[src/rtl/regfile_pkg.sv]
// Shared register-file constants for the writeback arbiter and its users.
package regfile_pkg;

  localparam int XLEN       = 32;
  localparam int REG_ADDR_W = 5;
  localparam int NUM_REGS   = 32;
  localparam logic [REG_ADDR_W-1:0] REG_ZERO = 5'd0;

  function automatic logic is_zero_reg(input logic [REG_ADDR_W-1:0] addr);
    return addr == REG_ZERO;
  endfunction

endpackage

[src/rtl/regfile_wb_arbiter_rr.sv]
// Round-robin arbiter: one-hot grant searched from the slot after the last winner.
module rr_arbiter #(
  parameter int NUM_SRC = 3,
  parameter int IDX_W   = (NUM_SRC > 1) ? $clog2(NUM_SRC) : 1
) (
  input  logic               clk,
  input  logic               rst_n,
  input  logic [NUM_SRC-1:0] req,
  input  logic               en,
  output logic [NUM_SRC-1:0] grant_onehot,
  output logic [IDX_W-1:0]   grant_idx
);

  logic [IDX_W-1:0] ptr;
  logic             found;

  always_comb begin
    grant_onehot = '0;
    grant_idx    = ptr;
    found        = 1'b0;
    for (int k = 1; k <= NUM_SRC; k++) begin
      logic [IDX_W-1:0] cand;
      cand = IDX_W'((int'(ptr) + k) % NUM_SRC);
      if (!found && req[cand]) begin
        found              = 1'b1;
        grant_onehot[cand] = 1'b1;
        grant_idx          = cand;
      end
    end
    if (!en) begin
      grant_onehot = '0;
    end
  end

  // Pointer starts at the last slot so that slot 0 is searched first.
  always_ff @(posedge clk or negedge rst_n) begin
    if (!rst_n) begin
      ptr <= IDX_W'(NUM_SRC - 1);
    end else if (en && (|req)) begin
      ptr <= grant_idx;
    end
  end

endmodule

[src/rtl/regfile_wb_arbiter.sv]
// Shares the register-file write port among NUM_SRC writeback sources.
// Optional read bypass is enabled by defining REGFILE_WB_BYPASS_EN.
module regfile_wb_arbiter
  import regfile_pkg::*;
#(
  parameter int NUM_SRC = 3,
  parameter int XLEN    = regfile_pkg::XLEN,
  parameter int CNT_W   = 16
) (
  input  logic                       clk,
  input  logic                       rst_n,
  input  logic [NUM_SRC-1:0]         src_valid,
  input  logic [NUM_SRC*5-1:0]       src_rd,
  input  logic [NUM_SRC*XLEN-1:0]    src_data,
  output logic [NUM_SRC-1:0]         src_ready,
  input  logic                       flush,
  output logic                       wer,
  output logic [REG_ADDR_W-1:0]      rd,
  output logic [XLEN-1:0]            regdata,
  output logic [CNT_W-1:0]           contention
`ifdef REGFILE_WB_BYPASS_EN
  ,
  input  logic [REG_ADDR_W-1:0]      rs1,
  input  logic [REG_ADDR_W-1:0]      rs2,
  input  logic [XLEN-1:0]            rv1_in,
  input  logic [XLEN-1:0]            rv2_in,
  output logic [XLEN-1:0]            rv1,
  output logic [XLEN-1:0]            rv2
`endif
);

  localparam int IDX_W = (NUM_SRC > 1) ? $clog2(NUM_SRC) : 1;

  logic [NUM_SRC-1:0]    grant;
  logic [IDX_W-1:0]      grant_idx;
  logic                  arb_en;
  logic                  vld_p0;
  logic                  multi_req;
  logic [REG_ADDR_W-1:0] rd_arr   [NUM_SRC];
  logic [XLEN-1:0]       data_arr [NUM_SRC];
  logic [REG_ADDR_W-1:0] rd_p0;
  logic [XLEN-1:0]       data_p0;

  for (genvar i = 0; i < NUM_SRC; i++) begin : g_unpack
    assign rd_arr[i]   = src_rd[i*REG_ADDR_W +: REG_ADDR_W];
    assign data_arr[i] = src_data[i*XLEN +: XLEN];
  end

  assign arb_en = !flush;

  rr_arbiter #(
    .NUM_SRC (NUM_SRC),
    .IDX_W   (IDX_W)
  ) u_arb (
    .clk          (clk),
    .rst_n        (rst_n),
    .req          (src_valid),
    .en           (arb_en),
    .grant_onehot (grant),
    .grant_idx    (grant_idx)
  );

  assign src_ready = grant;
  assign vld_p0    = |grant;
  assign rd_p0     = rd_arr[grant_idx];
  assign data_p0   = data_arr[grant_idx];

  // Clearing the lowest set bit leaves something only if two or more are set.
  assign multi_req = |(src_valid & (src_valid - NUM_SRC'(1)));

  // ---- stage p0 -> p1: registered write port ----
  always_ff @(posedge clk or negedge rst_n) begin
    if (!rst_n) begin
      wer     <= 1'b0;
      rd      <= REG_ZERO;
      regdata <= '0;
    end else if (vld_p0) begin
      wer     <= !is_zero_reg(rd_p0);
      rd      <= rd_p0;
      regdata <= data_p0;
    end else begin
      wer     <= 1'b0;
    end
  end

  always_ff @(posedge clk or negedge rst_n) begin
    if (!rst_n) begin
      contention <= '0;
    end else if (arb_en && multi_req && (contention != {CNT_W{1'b1}})) begin
      contention <= contention + CNT_W'(1);
    end
  end

`ifdef REGFILE_WB_BYPASS_EN
  assign rv1 = (wer && (rd == rs1) && !is_zero_reg(rs1)) ? regdata : rv1_in;
  assign rv2 = (wer && (rd == rs2) && !is_zero_reg(rs2)) ? regdata : rv2_in;
`endif

endmodule

[config.mk]
export PLATFORM = sky130hd
export DESIGN_NAME = regfile_wb_arbiter
export DESIGN_NICKNAME = d
export VERILOG_FILES = /design/src/rtl/regfile_pkg.sv /design/src/rtl/regfile_wb_arbiter_rr.sv /design/src/rtl/regfile_wb_arbiter.sv
export SDC_FILE = /design/constraint.sdc
export NUM_CORES = 1
export LEC_CHECK = 0
export BUFFER_PORTS_ARGS = -buffer_cell sky130_fd_sc_hd__buf_2
export CORE_MARGIN = 4
export CORE_UTILIZATION = 47
export CTS_BUF_LIST = sky130_fd_sc_hd__clkbuf_4
export DETAILED_ROUTE_END_ITERATION = 7
export MAX_ROUTING_LAYER = met4
export PLACE_DENSITY = 0.82
export SLEW_MARGIN = 20
export SYNTH_ARGS = -nofsm -noshare
export SYNTH_HDL_FRONTEND = slang
export SYNTH_SLANG_ARGS = --single-unit
export TNS_END_PERCENT = 5
[constraint.sdc]
create_clock -name clk -period 4.3 [get_ports clk]
set_clock_uncertainty 0.1 [all_clocks]
set_input_delay 0.86 -clock clk [delete_from_list [all_inputs] [get_ports clk]]
set_output_delay 0.86 -clock clk [all_outputs]
set_load 0.01 [all_outputs]
==> flow_metrics.py, run 1 <==
metrics = {
    "status": {
        "status": "completed",
    },
    "timing": {
        "hold_viol": 0,
        "finalCritPeriodShare_pct": 92.22,
        "setup_viol_count_final": 0,
        "tns_ns": 0,
        "fin_worst_hold_slack_ns": 0.4001,
        "maxSlewViolCount": 0,
        "fin_crit_ns": 3.965,
        "slew_headroom_pct": 54.91,
        "rsz0062_at_grt": "false",
        "tightest_slew_ns": 0.6764,
        "fmax_mhz": 252.2,
    },
    "placement": {
        "dp.cells": 550,
        "gp_congestion": 0.8522,
        "port_buffers": 173,
        "dp_hpwl_mm": 7.042,
    },
    "logic_synthesis": {
        "ys.flop_type": "dfrtp_1",
        "async_flop_share_pct": 100.0,
        "synth-seq-area-share_pct": 41.15,
        "ys_ff_latch": 56,
        "post_synth.cell_area_avg_um2": 11.67,
        "synth_top_area_share_pct": 40.38,
        "netlist_area_mm2": 0.003408,
        "yosysWarnings": 0,
        "synth_edf_count": 0,
        "synth_cells": 292,
        "synth_nets": 414,
        "synthTopCellsByCount": "dfrtp_1, mux2i_1, o2bb2ai_1",
        "synth_largest_area_cell": "dfrtp_1",
        "synth.most_common_cell": "dfrtp_1",
        "synth_area_leaders": "dfrtp_1, mux2i_1, mux2_4",
        "synth_cell_types": 49,
    },
    "routing": {
        "wl_per_cell_um": 16.25,
        "drtIter0Drc": 90,
        "vias_per_cell": 5.317,
        "num_vias": 2967,
        "antenna_left": 0,
        "drcViolationCount": 0,
        "routed_wl_mm": 9.070,
        "drtPass1Iterations": 4,
    },
    "power_and_ir_drop": {
        "p_leak_nw": 2.301,
        "power_mw": 4.344,
        "p_per_area_mw_per_mm2": 979.3,
        "max-vdd-ir-drop_mv": 0.5163,
    },
    "floorplan": {
        "fp.dieW_um": 93.16,
        "core_mm2": 0.006907,
        "ios": 174,
        "start_util_pct": 49.35,
        "dieArea_mm2": 0.008678,
        "die_h_um": 93.16,
        "num_rows": 30,
    },
    "setup_path": {
        "crit_type": "flip-flop to primary output",
        "crit_arrival_ns": 3.01,
        "slowest_delay_ns": 0.52,
        "path_max_fanout": 9,
        "critPathCaptureType": "primary output",
        "critPathTopFamily": "simple AND/OR/NAND/NOR gates",
        "worst_ep_required_time_ns": 3.34,
        "cp-start-kind": "flip-flop",
        "cpMostUsedCell": "nor2_1",
        "path_buf_inv": 2,
        "critical_path.slowest_cell": "or4b_1",
        "crit_path_cell_trace": "inv_1, ha_1, mux2i_4, mux2i_2, or4b_1, a21oi_1, nor2_1, nor2_1, buf_2",
    },
    "job": {
        "cap_violations": 0,
    },
    "clock_tree": {
        "clk_pin_slew_ns": 0.16,
        "post_cts_buffers": 0,
        "cts_buffers": 5,
        "clk-insertion-delay-late_ns": 0.37,
        "tritoncts": "done",
        "cts_resized": 0,
        "ctsHoldBuffers": 0,
        "htree_levels": 2,
        "clock-sinks": 56,
        "cts_max_path_buffers": 2,
        "root_buffer": "clkbuf_4",
    },
    "global_route": {
        "grt_pass1_wl_mm": 14.02,
        "gr-total-overflow": 0,
        "grt_max_degree": 39,
        "met2_usage_pct": 35.87,
        "met3_usage_pct": 4.586,
        "grt.busiest_layer": "met2",
        "grt_util_met1_pct": 24.77,
        "grt_usage_pct": 20.58,
        "grt_pass1_vias": 2928,
        "grt_antenna_before_repair": 0,
    },
    "layout": {
        "num_antenna_cells": 0,
        "fill_cells": 588,
        "layout.nets": 583,
        "area_growth_pct": 30.14,
        "drive_gt1_share_pct": 51.30,
        "regArea_mm2": 0.001403,
        "multiInputGateArea_mm2": 0.001917,
        "finalNonFillerCells": 558,
    },
    "hold_path": {
        "hp-class": "primary input to asynchronous set/reset pin",
    },
}
-- cells in the final DEF, fill, tap and decap left out, drive strengths merged, types with 2 or more instances in the layout --
| cell type | synthesis | routed |
|---|---|---|
| nor2 | 9 | 9 |
| dfrtp | 55 | 55 |
| nor3 | 3 | 3 |
| a21oi | 5 | 5 |
| o2bb2ai | 33 | 33 |
| nand3 | 8 | 8 |
| o22ai | 5 | 5 |
| clkinv | 0 | 2 |
| xor2 | 2 | 2 |
| buf | 15 | 180 |
| and3 | 3 | 3 |
| nand4b | 2 | 2 |
| nand2 | 18 | 18 |
| mux2i | 41 | 41 |
| inv | 6 | 7 |
| ha | 5 | 5 |
| xnor2 | 13 | 13 |
| or2 | 2 | 2 |
| clkbuf | 3 | 5 |
| mux2 | 38 | 38 |
| or3b | 2 | 2 |
| o32a | 2 | 2 |
| o21ai | 5 | 5 |
-- stage by stage --
step / utilization (%) / instance area, µm² / setup slack [ns]
after floorplan: - / 3408 / 1.151
after global placement: 63.42 / 4380 / 0.8188
after detailed placement: 63.42 / 4380 / 0.7744
after CTS: 64.22 / 4436 / 0.3282
after global routing: 64.22 / 4436 / 0.1285
final: 64.22 / 4436 / 0.3347
-- metal layers --
metal	part of all wire, %	vias to the layer above	wire length [µm]
met1	42	1404	3805
met3	7.3	10	663
met4	0.95	0	86
li1	-	1419	-
met2	50	134	4514
met5	0	-	0
-- report_power, final --
group,internal [mW],switching [mW],leakage (nW)
combinational,1.61,1.60,1.56
sequential,0.773,0.130,0.704
clock,0.0637,0.165,0.0330
-- final timing paths --
| kind | endpoint | from | cells after the start | slack (ns) |
|---|---|---|---|---|
| setup / recovery | src_ready[1] | u_arb.ptr[0]$_DFFE_PN0P_ | 9 | 0.33 |
| hold / removal | rd[2]$_DFFE_PN0P_ | rst_n | 1 | 0.40 |
| setup reg to reg | regdata[18]$_DFFE_PN0P_ | u_arb.ptr[0]$_DFFE_PN0P_ | 11 | 0.77 |
| hold reg to reg | contention[12]$_DFFE_PN0P_ | contention[12]$_DFFE_PN0P_ | 1 | 0.40 |
| max in group asynchronous | u_arb.ptr[1]$_DFFE_PN1P_ | rst_n | 2 | 2.85 |
| min in group clk | contention[12]$_DFFE_PN0P_ | contention[12]$_DFFE_PN0P_ | 1 | 0.40 |
-- worst register-to-register path, stage by stage, from the launching register on --
cell	delay [ns]
dfrtp_1	0.47
inv_1	0.12
ha_1	0.40
mux2i_4	0.32
mux2i_2	0.16
or4b_1	0.52
a21oi_1	0.26
o32a_2	0.30
nor2_2	0.10
buf_4	0.24
o2bb2ai_1	0.17
mux2_2	0.27
-- sequential cells by signal (all words and copies together) (netlist names) --
register and count:
regdata 32, contention 16, rd 5, u_arb.ptr 2
wer 1
-- logic make-up (layout without fill, tap and decap cells) --
logic type	count (synthesis)	count (layout)	share of synthesized area, %
AO/OA/AOI/OAI	58	58	13.99
adder cells (fa/ha/maj)	5	5	1.836
XOR/XNOR	15	15	3.855
buffers and inverters	24	194	3.707
multiplexers	79	79	27.17
flip-flops	56	56	41.15
AND/OR/NAND/NOR	55	55	8.297
-- final cells by class --
type | instances | share of cell area (%)
Clock inverter | 3 | 0.3949
Multi-Input combinational cell | 212 | 43.22
Tap cell | 96 | 2.708
Inverter | 6 | 0.5078
Clock buffer | 5 | 0.8463
Timing Repair Buffer | 180 | 20.71
Sequential cell | 56 | 31.62
(Power assumes the default switching activity.)
==> inputs of run 2 (changes only) <==
--- a/config.mk
+++ b/config.mk
@@ -8,2 +8,3 @@
 export BUFFER_PORTS_ARGS = -buffer_cell sky130_fd_sc_hd__buf_2
+export CAP_MARGIN = 20
 export CORE_MARGIN = 4
@@ -14,2 +15,3 @@
 export PLACE_DENSITY = 0.82
+export SETUP_SLACK_MARGIN = 0.5
 export SLEW_MARGIN = 20
==> constraint.sdc (replaced) <==
create_clock -name clk -period 4.3 [get_ports clk]
set_clock_uncertainty 0.1 [all_clocks]
set_input_delay 0 -clock clk [delete_from_list [all_inputs] [get_ports clk]]
set_output_delay 0 -clock clk [all_outputs]
set_load 0.01 [all_outputs]
==> flow_metrics.py, run 2 (synthesis gave the netlist of run 1 again) <==
metrics = {
    "status": {
        "status": "completed",
    },
    "layout": {
        "multiInputGateArea_mm2": 0.001922,
        "final_common_cell": "buf_2",
        "finalInstanceArea_mm2": 0.005413,
        "layout_common_cells": "buf_2, dlygate4sd3_1, dfrtp_1",
        "layout.nets": 678,
        "regArea_mm2": 0.001403,
        "largest_register": "regdata",
        "top_regs": "regdata (32), contention (16), rd (5)",
        "largest_reg_flops": 32,
        "fill_cells": 460,
        "area_growth_pct": 58.81,
        "drive_gt1_share_pct": 42.37,
    },
    "timing": {
        "setup_viol_count_final": 0,
        "maxSlewViolCount": 0,
        "tns_ns": 0,
        "rsz0062_at_grt": "true",
        "finalCritPeriodShare_pct": 87.19,
        "tightest_slew_ns": 0.7177,
        "fmax_mhz": 266.7,
        "slew_headroom_pct": 52.15,
        "hold_viol": 0,
        "fin_crit_ns": 3.749,
    },
    "routing": {
        "drtIter0Drc": 215,
        "wl_per_cell_um": 19.52,
        "drtPass1Iterations": 4,
        "vias_per_cell": 5.522,
        "num_vias": 3639,
        "routed_wl_mm": 12.87,
        "antenna_left": 0,
        "drcViolationCount": 0,
    },
    "power_and_ir_drop": {
        "max-vdd-ir-drop_mv": 0.4252,
        "p_leak_nw": 2.700,
        "p_per_area_mw_per_mm2": 887.9,
    },
    "floorplan": {
        "dieArea_mm2": 0.008678,
        "die_h_um": 93.16,
        "start_util_pct": 49.35,
        "fp.dieW_um": 93.16,
        "ios": 174,
        "core_mm2": 0.006907,
        "num_rows": 30,
    },
    "placement": {
        "gp_congestion": 0.8417,
        "dp_hpwl_mm": 7.077,
        "port_buffers": 173,
        "placed_cell_area_mm2": 0.004373,
    },
    "hold_path": {
        "hp-class": "primary input to flip-flop",
        "hold_path_depth": 4,
    },
    "setup_path": {
        "worstRegToRegCells": 11,
        "critPathCaptureType": "flip-flop",
        "path_buf_inv": 3,
        "slowest_delay_ns": 0.60,
        "path_max_fanout": 14,
        "crit_arrival_ns": 3.94,
        "path_depth": 11,
        "crit_path_cell_trace": "inv_1, ha_1, mux2i_4, mux2i_2, or2_0, o221ai_4, buf_4, mux2i_1, dlygate4sd3_1, o2bb2ai_1, mux2_4",
        "critical_path.slowest_cell": "dlygate4sd3_1",
        "cp-start-kind": "flip-flop",
        "worst_ep_required_time_ns": 4.49,
        "critPathTopFamily": "buffers and inverters",
        "crit_type": "flip-flop to flip-flop",
    },
    "clock_tree": {
        "tritoncts": "done",
        "clk_pin_slew_ns": 0.17,
        "post_cts_buffers": 0,
        "cts_buffers": 5,
        "htree_levels": 2,
        "root_buffer": "clkbuf_4",
        "clock-sinks": 56,
        "clk-insertion-delay-late_ns": 0.38,
        "cts_max_path_buffers": 2,
    },
    "global_route": {
        "gr-total-overflow": 0,
        "grt_pass1_wl_mm": 19.86,
        "grt_pass1_vias": 3871,
        "grt_usage_pct": 30.15,
        "grt_antenna_before_repair": 3,
        "grt_max_degree": 57,
    },
    "job": {
        "cap_violations": 0,
    },
}
==> run 2: timing repair <==
item                       CTS  global route
setup endpoints to repair    0            31
hold buffers                96             0
hold endpoints to repair    91             0
resized for setup            0             2
==> run 2: tightest hold or removal path, stage by stage <==
cell	delay [ns]
buf_2	0.09
mux2i_1	0.06
o2bb2ai_1	0.17
mux2_4	0.15
==> run 2: worst paths after layout <==
check / start / slack (ns) / to
max in group asynchronous: rst_n / 3.44 / contention[10]$_DFFE_PN0P_
min in group asynchronous: rst_n / 0.18 / regdata[2]$_DFFE_PN0P_
hold / removal: src_data[35] / 0.002 / regdata[3]$_DFFE_PN0P_
hold reg to reg: contention[10]$_DFFE_PN0P_ / 0.41 / contention[10]$_DFFE_PN0P_
setup / recovery: u_arb.ptr[0]$_DFFE_PN0P_ / 0.55 / regdata[26]$_DFFE_PN0P_
setup reg to reg: u_arb.ptr[0]$_DFFE_PN0P_ / 0.55 / regdata[26]$_DFFE_PN0P_
==> run 2: cell type report <==
class                           count  share of cell area, %
Clock buffer                        5                 0.6935
Antenna cell                        6                 0.2774
Sequential cell                    56                  25.91
Tap cell                           96                  2.219
Clock inverter                      3                 0.3236
Inverter                            6                 0.4161
Multi-Input combinational cell    212                  35.51
Timing Repair Buffer              275                  34.65
==> run 2: per-layer routing <==
metal	up-vias	share of wire [%]	track usage, %
met4	0	5.9	18.07
met3	64	7.3	7.160
met2	233	51	50.87
met5	-	0	-
met1	1717	36	32.18
li1	1625	-	-
==> run 2: through the flow <==
| step | total power, mW | instances | hold WS (ns) | setup slack (ns) | util (%) |
|---|---|---|---|---|---|
| floorplan | 3.394 | 292 | -0.3956 | 1.195 | - |
| global placement | 4.020 | 549 | 0.08172 | 0.8826 | 63.32 |
| detailed placement | 4.134 | 549 | 0.07918 | 0.7139 | 63.32 |
| CTS | 4.648 | 653 | 0.001224 | 0.5381 | 78.03 |
| global route | 5.102 | 656 | 0.01806 | 0.3379 | 78.26 |
| finish | 4.806 | 659 | 0.002383 | 0.5509 | 78.37 |
==> run 2: power breakdown <==
group          total (mW)  internal, mW  leakage [nW]  switching, mW
Sequential          0.919         0.774         0.704          0.145
Clock               0.240        0.0638        0.0331          0.176
Combinational        3.65          1.85          1.96           1.79
==> inputs of run 3 (changes only) <==
Settings changed: BUFFER_PORTS_ARGS -buffer_cell sky130_fd_sc_hd__buf_2 to unset, CORE_UTILIZATION 47 to 50, DONT_BUFFER_PORTS set to 1, PLACE_DENSITY 0.82 to 0.72.
==> flow_metrics.py, run 3 <==
metrics = {
    "status": {
        "status": "stopped before the end",
        "stop_stage": "clock tree synthesis",
        "first-error": "[ERROR RSZ-0060] Max buffer count reached.",
    },
    "logic_synthesis": {
        "synth-seq-area-share_pct": 41.15,
        "synthTopCellsByCount": "dfrtp_1, mux2i_1, o2bb2ai_1",
        "synth_cells": 292,
        "ys_ff_latch": 56,
        "synth_nets": 414,
        "async_flop_share_pct": 100.0,
        "post_synth.cell_area_avg_um2": 11.67,
        "synth.most_common_cell": "dfrtp_1",
        "synth_cell_types": 49,
        "yosysWarnings": 0,
        "netlist_area_mm2": 0.003408,
        "ys.flop_type": "dfrtp_1",
        "synth_area_leaders": "dfrtp_1, mux2i_1, mux2_4",
        "synth_top_area_share_pct": 40.38,
        "synth_largest_area_cell": "dfrtp_1",
        "synth_edf_count": 0,
    },
    "placement": {
        "port_buffers": 0,
        "gp_congestion": 0.9549,
        "place_ws_ns": 0.6771,
        "dp_hpwl_mm": 6.264,
    },
    "clock_tree": {
        "ctsHoldBuffers": 101,
        "cts_resized": 0,
        "clock-sinks": 56,
        "cts_buffers": 5,
        "htree_levels": 2,
        "post_cts_buffers": 0,
        "cts_max_path_buffers": 2,
        "root_buffer": "clkbuf_4",
    },
    "floorplan": {
        "num_rows": 29,
        "die_h_um": 90.56,
        "start_util_pct": 52.48,
        "ios": 174,
        "fp.dieW_um": 90.56,
    },
}
run 3: stage by stage:
step	std cells	area (µm²)	util (%)
floorplan	292	3408	-
global placement	356	3476	53.52
detailed placement	356	3476	53.52
run 3: cell families after synthesis:
| kind of cell | count (synthesis) | synth area share (%) |
|---|---|---|
| buf+inv | 24 | 3.707 |
| compound gates | 58 | 13.99 |
| simple gates | 55 | 8.297 |
| mux | 79 | 27.17 |
| flops | 56 | 41.15 |
| fa+ha+maj | 5 | 1.836 |
| xor+xnor | 15 | 3.855 |
==> inputs of run 4 (changes only) <==
Settings changed: CORE_UTILIZATION 50 to 35, CTS_BUF_LIST sky130_fd_sc_hd__clkbuf_4 to unset, MAX_ROUTING_LAYER met4 to unset, PLACE_DENSITY 0.72 to unset, PLACE_DENSITY_LB_ADDON set to 0.15, SETUP_SLACK_MARGIN 0.5 to unset.
==> flow_metrics.py, run 4 (synthesis gave the netlist of run 1 again) <==
metrics = {
    "status": {
        "status": "completed",
    },
    "clock_tree": {
        "clk-insertion-delay-late_ns": 0.31,
        "clk_pin_slew_ns": 0.11,
        "cts_buffers": 5,
        "htree_levels": 2,
        "tritoncts": "done",
        "root_buffer": "clkbuf_8",
        "cts_max_path_buffers": 2,
        "clock-sinks": 56,
    },
    "setup_path": {
        "slowest_delay_ns": 0.59,
        "critical_path.slowest_cell": "dlygate4sd3_1",
        "crit_arrival_ns": 4.09,
        "critPathCaptureType": "flip-flop",
        "critPathLaunch": "u_arb.ptr[0]$_DFFE_PN0P_",
        "r2r_start": "u_arb.ptr[0]$_DFFE_PN0P_",
        "crit_type": "flip-flop to flip-flop",
        "r2r_end": "regdata[8]$_DFFE_PN0P_",
        "worstRegToRegCells": 12,
        "path_max_fanout": 18,
        "worst_ep_required_time_ns": 4.41,
        "cp-start-kind": "flip-flop",
        "worst-r2r-setup-slack_ns": 0.31,
        "crit_path_cell_trace": "inv_1, ha_1, mux2i_4, mux2i_2, or4b_1, a21oi_1, o32a_2, nor2_4, buf_4, o2bb2ai_1, dlygate4sd3_1, mux2_2",
        "crit_path_end": "regdata[8]$_DFFE_PN0P_",
    },
    "layout": {
        "num_antenna_cells": 0,
        "largest_register": "regdata",
        "finalInstanceArea_mm2": 0.004493,
        "layout.nets": 492,
        "area_growth_pct": 31.83,
        "final_common_cell": "dlygate4sd3_1",
        "drive_gt1_share_pct": 18.06,
        "finalNonFillerCells": 500,
        "top_regs": "regdata (32), contention (16), rd (5)",
        "final_util_pct": 47.94,
        "layout_common_cells": "dlygate4sd3_1, dfrtp_1, mux2i_1",
        "largest_reg_flops": 32,
    },
    "placement": {
        "gp_congestion": 0.8863,
        "placed_cell_area_mm2": 0.003541,
        "port_buffers": 0,
        "dp.cells": 408,
        "dp_hpwl_mm": 6.180,
        "place_ws_ns": 0.5671,
    },
    "routing": {
        "drtPass1Iterations": 4,
        "drcViolationCount": 0,
        "antenna_left": 0,
        "routed_wl_mm": 9.608,
        "num_vias": 2666,
        "drtIter0Drc": 88,
        "wl_per_cell_um": 19.22,
        "vias_per_cell": 5.332,
    },
    "timing": {
        "fin_crit_ns": 3.987,
        "slew_headroom_pct": 57.30,
        "hold_viol": 0,
        "finalCritPeriodShare_pct": 92.73,
        "maxSlewViolCount": 0,
        "fmax_mhz": 250.8,
        "tightest_slew_ns": 0.6405,
        "setup_viol_count_final": 0,
        "finalWorstSetupSlack_ns": 0.3126,
        "rsz0062_at_grt": "false",
        "tns_ns": 0,
        "fin_worst_hold_slack_ns": 0.01908,
    },
    "global_route": {
        "grt_usage_pct": 16.38,
        "grt_max_degree": 57,
        "grt_pass1_vias": 2858,
        "grt_antenna_before_repair": 0,
        "gr-total-overflow": 0,
        "grt_pass1_wl_mm": 14.93,
    },
    "power_and_ir_drop": {
        "p_per_area_mw_per_mm2": 1092,
        "power_mw": 4.908,
        "p_leak_nw": 1.975,
        "max-vdd-ir-drop_mv": 0.5265,
    },
    "hold_path": {
        "hp-start": "src_rd[9]",
        "hp-class": "primary input to flip-flop",
    },
    "floorplan": {
        "core_mm2": 0.009371,
        "dieArea_mm2": 0.01138,
        "start_util_pct": 36.37,
        "die_h_um": 106.7,
        "num_rows": 35,
        "fp.dieW_um": 106.7,
        "ios": 174,
    },
    "job": {
        "cap_violations": 0,
    },
}
==> run 4: critical path: cells and delay by family (launching register included) <==
family                   cells  cell delay [ns]
AO/OA/AOI/OAI                3             0.69
adder cells (fa/ha/maj)      1             0.39
buffers and inverters        3             0.92
flip-flops                   1             0.45
multiplexers                 3             0.72
AND/OR/NAND/NOR              2             0.63
==> run 4: power by group <==
part / internal (mW) / switching, mW
Sequential: 0.776 / 0.278
Combinational: 1.99 / 1.55
Clock: 0.132 / 0.177
Total: 2.90 / 2.01
==> run 4: cell type report <==
class | count | area, µm²
Clock buffer | 6 | 82.58
Clock inverter | 2 | 13.76
Fill cell | 854 | 4878
Inverter | 6 | 22.52
Multi-Input combinational cell | 212 | 1922
Sequential cell | 56 | 1403
Tap cell | 129 | 161.4
Timing Repair Buffer | 89 | 888.4
==> run 4: how the worst min path moves through the flow <==
stage / end / slack [ns] / cells past startpoint
after global placement: regdata[28]$_DFFE_PN0P_ / -0.39 / 0
after global routing: rd[0]$_DFFE_PN0P_ / 0.02 / 3
final: rd[4]$_DFFE_PN0P_ / 0.02 / 3
after floorplan: contention[0]$_DFFE_PN0P_ / -0.40 / 0
after detailed placement: regdata[28]$_DFFE_PN0P_ / -0.39 / 0
after CTS: rd[4]$_DFFE_PN0P_ / 0.01 / 3
==> run 4: timing repair <==
action | in CTS | in global routing
setup buffers | 0 | 3
endpoints found under the setup margin | 0 | 12
hold buffers | 81 | 0
resized for setup | 0 | 1
endpoints found under the hold margin | 96 | 0
==> run 4: routing by layer <==
| metal | routed length (µm) | track usage [%] | vias to the layer above |
|---|---|---|---|
| met5 | 0 | 0 | - |
| met4 | 85 | 3.836 | 0 |
| met3 | 842 | 5.599 | 8 |
| met2 | 4800 | 28.73 | 138 |
| met1 | 3880 | 19.24 | 1280 |
| li1 | - | - | 1240 |
